## config.mk

```make
export PLATFORM = sky130hd
export DESIGN_NAME = spi_shift_register_flat
export DESIGN_NICKNAME = d
export VERILOG_FILES = /design/src/rtl/spi_pkg.sv /design/src/rtl/spi_shift_register_if.sv /design/src/rtl/spi_bit_counter.sv /design/src/rtl/spi_shift_register.sv /design/src/flat_wrapper.sv
export SDC_FILE = /design/constraint.sdc
export NUM_CORES = 1
export LEC_CHECK = 0
export ABC_AREA = 1
export CORE_AREA = 2 2 39 41
export DETAILED_ROUTE_END_ITERATION = 8
export DIE_AREA = 0 0 41 43
export PLACE_DENSITY_LB_ADDON = 0.3
export REMOVE_ABC_BUFFERS = 1
export SLEW_MARGIN = 20
export SYNTH_ARGS = -nofsm -noshare
export SYNTH_HDL_FRONTEND = slang
export SYNTH_HIERARCHICAL = 1
export SYNTH_SLANG_ARGS = --single-unit
```

## constraint.sdc

```tcl
create_clock -name clk -period 1.77 [get_ports clk]
set_clock_uncertainty 0.1 [all_clocks]
set_input_delay 0.177 -clock clk [delete_from_list [all_inputs] [get_ports clk]]
set_output_delay 0.177 -clock clk [all_outputs]
set_load 0.01 [all_outputs]
```

## src/rtl/spi_pkg.sv

```systemverilog
// Shared definitions for the SPI memory slave data path: default word width,
// the word type and the bit-counter width helper.
package spi_pkg;

    localparam int SPI_WORD_W = 8;

    typedef logic [SPI_WORD_W-1:0] spi_word_t;

    // Wide enough to hold the values 0..width inclusive.
    function automatic int cnt_width(input int width);
        return $clog2(width + 1);
    endfunction

endpackage

```

## src/rtl/spi_shift_register_if.sv

```systemverilog
// Control and data bundle of the SPI shift register.
// Counter outputs exist only when SHIFTREG_BITCNT_EN is defined.
interface spi_shift_register_if
    import spi_pkg::*;
#(
    parameter int WIDTH = SPI_WORD_W
);

    localparam int CNT_W = cnt_width(WIDTH);

    logic             peripheralClkEdge;
    logic             parallelLoad;
    logic [WIDTH-1:0] parallelDataIn;
    logic             serialDataIn;
    logic [WIDTH-1:0] parallelDataOut;
    logic             serialDataOut;
`ifdef SHIFTREG_BITCNT_EN
    logic [CNT_W-1:0] bitCount;
    logic             wordDone;
`endif

    modport master (
        output peripheralClkEdge,
        output parallelLoad,
        output parallelDataIn,
        output serialDataIn,
        input  parallelDataOut,
        input  serialDataOut
`ifdef SHIFTREG_BITCNT_EN
        ,
        input  bitCount,
        input  wordDone
`endif
    );

    modport slave (
        input  peripheralClkEdge,
        input  parallelLoad,
        input  parallelDataIn,
        input  serialDataIn,
        output parallelDataOut,
        output serialDataOut
`ifdef SHIFTREG_BITCNT_EN
        ,
        output bitCount,
        output wordDone
`endif
    );

endinterface

```

## src/rtl/spi_bit_counter.sv

```systemverilog
// Counts shifts within a word and pulses word_done for one clk after the
// WIDTH-th shift; a parallel load clears the count and suppresses the pulse.
module spi_bit_counter
    import spi_pkg::*;
#(
    parameter int WIDTH = SPI_WORD_W,
    parameter int CNT_W = cnt_width(WIDTH)
) (
    input  logic             clk,
    input  logic             rst_n,
    input  logic             load,
    input  logic             shift,
    output logic [CNT_W-1:0] bit_count,
    output logic             word_done
);

    localparam logic [CNT_W-1:0] LAST = CNT_W'(WIDTH - 1);

    always_ff @(posedge clk or negedge rst_n) begin
        if (!rst_n) begin
            bit_count <= '0;
            word_done <= 1'b0;
        end else if (load) begin
            bit_count <= '0;
            word_done <= 1'b0;
        end else if (shift) begin
            if (bit_count == LAST) begin
                bit_count <= '0;
                word_done <= 1'b1;
            end else begin
                bit_count <= bit_count + 1'b1;
                word_done <= 1'b0;
            end
        end else begin
            word_done <= 1'b0;
        end
    end

endmodule

```

## src/rtl/spi_shift_register.sv

```systemverilog
// PIPO/SISO shift register forming the SPI slave data path; shifts MSB-first.
// Optional shift counter enabled by defining SHIFTREG_BITCNT_EN.
module spi_shift_register
    import spi_pkg::*;
#(
    parameter int WIDTH = SPI_WORD_W
) (
    input  logic                 clk,
    input  logic                 rst_n,
    spi_shift_register_if.slave  bus
);

    logic [WIDTH-1:0] shreg;

    // Load takes priority over a coincident shift edge.
    always_ff @(posedge clk or negedge rst_n) begin
        if (!rst_n) begin
            shreg <= '0;
        end else if (bus.parallelLoad) begin
            shreg <= bus.parallelDataIn;
        end else if (bus.peripheralClkEdge) begin
            shreg <= {shreg[WIDTH-2:0], bus.serialDataIn};
        end
    end

    assign bus.parallelDataOut = shreg;
    assign bus.serialDataOut   = shreg[WIDTH-1];

`ifdef SHIFTREG_BITCNT_EN
    spi_bit_counter #(
        .WIDTH (WIDTH)
    ) u_bit_counter (
        .clk       (clk),
        .rst_n     (rst_n),
        .load      (bus.parallelLoad),
        .shift     (bus.peripheralClkEdge),
        .bit_count (bus.bitCount),
        .word_done (bus.wordDone)
    );
`endif

endmodule

```

## src/flat_wrapper.sv

```systemverilog
// flat-port wrapper written by rule: the top's interface ports become plain ports
module spi_shift_register_flat import spi_pkg::*;
#(
    parameter int WIDTH = SPI_WORD_W
)
  (clk, rst_n, bus_peripheralClkEdge, bus_parallelLoad, bus_parallelDataIn, bus_serialDataIn, bus_parallelDataOut, bus_serialDataOut);
  spi_shift_register_if #(.WIDTH(WIDTH)) bus_i ();
  input  logic clk;
  input  logic rst_n;
  input wire logic [$bits(bus_i.peripheralClkEdge)-1:0] bus_peripheralClkEdge;
  input wire logic [$bits(bus_i.parallelLoad)-1:0] bus_parallelLoad;
  input wire logic [$bits(bus_i.parallelDataIn)-1:0] bus_parallelDataIn;
  input wire logic [$bits(bus_i.serialDataIn)-1:0] bus_serialDataIn;
  output wire logic [$bits(bus_i.parallelDataOut)-1:0] bus_parallelDataOut;
  output wire logic [$bits(bus_i.serialDataOut)-1:0] bus_serialDataOut;
  assign bus_i.peripheralClkEdge = bus_peripheralClkEdge;
  assign bus_i.parallelLoad = bus_parallelLoad;
  assign bus_i.parallelDataIn = bus_parallelDataIn;
  assign bus_i.serialDataIn = bus_serialDataIn;
  assign bus_parallelDataOut = bus_i.parallelDataOut;
  assign bus_serialDataOut = bus_i.serialDataOut;
  spi_shift_register #(.WIDTH(WIDTH)) u_core (.clk(clk), .rst_n(rst_n), .bus(bus_i));
endmodule
```

==> impl_metrics.ini <==
[outcome]
status = finished, final reports clean

[cts]
numClockSinks = 8
post_cts_buffers = 0
cts.clk_slew.worst_paths_ns = 0.06
htree_levels = 1
hold_buffers = 0
cts_tree = yes
clk_latency_ns = 0.26
cts-root-buf = clkbuf_4
ctsResizeCount = 0
cts_buffer_depth = 2
cts_buffers = 3

[global_route]
antenna_found_initial = 0
grt_pass1_wl_mm = 1.47
grt_start_max_net_pins = 10
first_global_vias = 318
grt-ovfl-total = 0
grt_usage_pct = 12.6

[layout]
antenna_cells = 0
nets = 82
n_fill_cell = 149
layout_commonest_cell = clkdlybuf4s50_1
final_cells = 83
layout_common_cells = clkdlybuf4s50_1 (21), nand2_1 (16), nand3_1 (16), dfrtp_1 (8), clkbuf_4 (3)
postLayoutCellArea_sq_um = 616
drive_above_1_share_pct = 8.96
largest_reg_flops = 8
areaGrowthSynthToFinish_pct = 61.3

[synthesis]
synth_top_area_share_pct = 52.5
netlist-cell-type-count = 7
synth_top_cell_by_area = dfrtp_1
syn_area_per_cell_sq_um = 8.48
synth_cells = 45
ys_top_cells_by_area = dfrtp_1 (52%), nand3_1 (21%), nand2_1 (16%)
synth_area_sq_um = 382
ys_seq_area_share_pct = 52.5
ys_ff_latch = 8
yosys_warnings = 6

[setup_path]
cpMaxStageDelayCell = clkdlybuf4s50_1
cp-end-kind = primary output
rr_startpoint = u_core/bus.parallelDataOut[5]
worst-r2r-cell-count = 2
cp_max_fo = 3
required_ns = 1.49
r2r_end = u_core/bus.parallelDataOut[6]
slowest_delay_ns = 0.54
path_buf_inv = 1
worstPathCellList = clkdlybuf4s50_1
crit_type = flip-flop to primary output
crit_arrival_ns = 1.18
crit_family = buffers and inverters
r2r_slack_ns = 0.96
startpoint_type = flip-flop

[floorplan]
die_h_um = 43
start_util_pct = 27.6
ios = 22
core_area_sq_um = 1380
dieArea_sq_um = 1760
die_width_um = 41
num_rows = 14

[detailed_routing]
dr.pass1.iters = 4
first_iter_violations = 23
num_vias = 386
via_per_inst = 4.65
wire_per_inst_um = 11.6
wl_um = 966
route.detailed.drc = 0
detail-route-antenna-nets = 0

[sta]
fin_ws_ns = 0.314
max-slew-margin-rel_pct = 74.1
setup_viol = 0
rsz0062_at_grt = false
period_minus_slack_ns = 1.46
final_hold_viol_count = 0
max_freq_mhz = 687
finalCritPeriodShare_pct = 82.2
fin_tns_setup_ns = 0
worst_slew_pin_slew_ns = 0.387
slew_viol_final = 0

[power]
p_comb_share_pct = 24.8
seqPwrFrac_pct = 45.2
p_total_mw = 0.480
switching_share_pct = 26.8
p_leak_nw = 0.271
switchingPower_mw = 0.129
pwr_density_cell_nw_per_um2 = 779
internal_power_mw = 0.351
vdd_ir_drop_max_uv = 331
clock_power_share_pct = 30.0

[placed_design]
gp_congestion = 0.835
io_buffers = 21
hpwlAfterDp_um = 714
placed_cells = 80
pre_cts_ws_ns = 0.425
postPlaceCellArea_sq_um = 593

[flow_run]
drv_cap = 0

[worst_hold_path]
worstHoldPathType = input port to async pin
## how the worst max path moves through the flow
stage                             startpoint                       endpoint  slack, ns  depth (start not counted)
6_report       u_core/bus.parallelDataOut[5]         bus_parallelDataOut[5]       0.31                          1
2_1_floorplan  u_core/bus.parallelDataOut[7]  u_core/bus.parallelDataOut[7]       0.97                          2
3_5_place_dp                bus_parallelLoad  u_core/bus.parallelDataOut[7]       0.43                          4
4_1_cts        u_core/bus.parallelDataOut[2]         bus_parallelDataOut[2]       0.30                          1
5_1_grt        u_core/bus.parallelDataOut[7]         bus_parallelDataOut[7]       0.25                          1
3_3_place_gp           bus_peripheralClkEdge  u_core/bus.parallelDataOut[4]       0.41                          4
## through the flow
stage / hold slack [ns] / util [%]
floorplan: -0.219 / -
global placement: 0.384 / 42.9
detailed placement: 0.387 / 42.9
CTS: 0.109 / 44.5
global route: 0.131 / 44.5
finish: 0.102 / 44.5
## power by group through the flow
stage	registers [mW]	clock network (mW)	logic (mW)
floorplan	0.228	0	0.0248
global placement	0.220	0	0.119
detailed placement	0.220	0	0.120
CTS	0.217	0.150	0.120
global route	0.219	0.160	0.131
finish	0.217	0.144	0.119
## cell usage after synthesis
master	n
buf_4	2
nand3_1	16
nand2_1	16
nor2_4	1
dfrtp_1	8
inv_2	1
buf_6	1
## worst reg2reg max path, delay by kind of cell (launching register included)
family,cells,cell delay [ns]
simple gates,2,0.18
flops,1,0.40
## layout make-up
cell class	count	area, sq um	share of cell area (%)
clock buffer	3	22.5	3.66
inverter	1	3.75	0.610
multi-input combinational	33	151	24.6
sequential	8	200	32.5
tap	16	20.0	3.25
timing repair buffer	22	218	35.4
## layer usage
layer | GRT usage [%] | routed length (um) | vias up
li1 | - | - | 194
met1 | 19.3 | 436 | 167
met2 | 15.0 | 426 | 23
met3 | 1.57 | 89 | 2
met4 | 10.0 | 14 | 0
met5 | 0 | 0 | -
## kinds of logic (layout without fill, tap and decap cells)
logic type / after synthesis / after routing / share of synthesized area [%]
buffers and inverters: 4 / 26 / 7.87
DFF: 8 / 8 / 52.5
and+or+nand+nor: 33 / 33 / 39.7
Note: power is estimated with default switching activity, not from simulation.
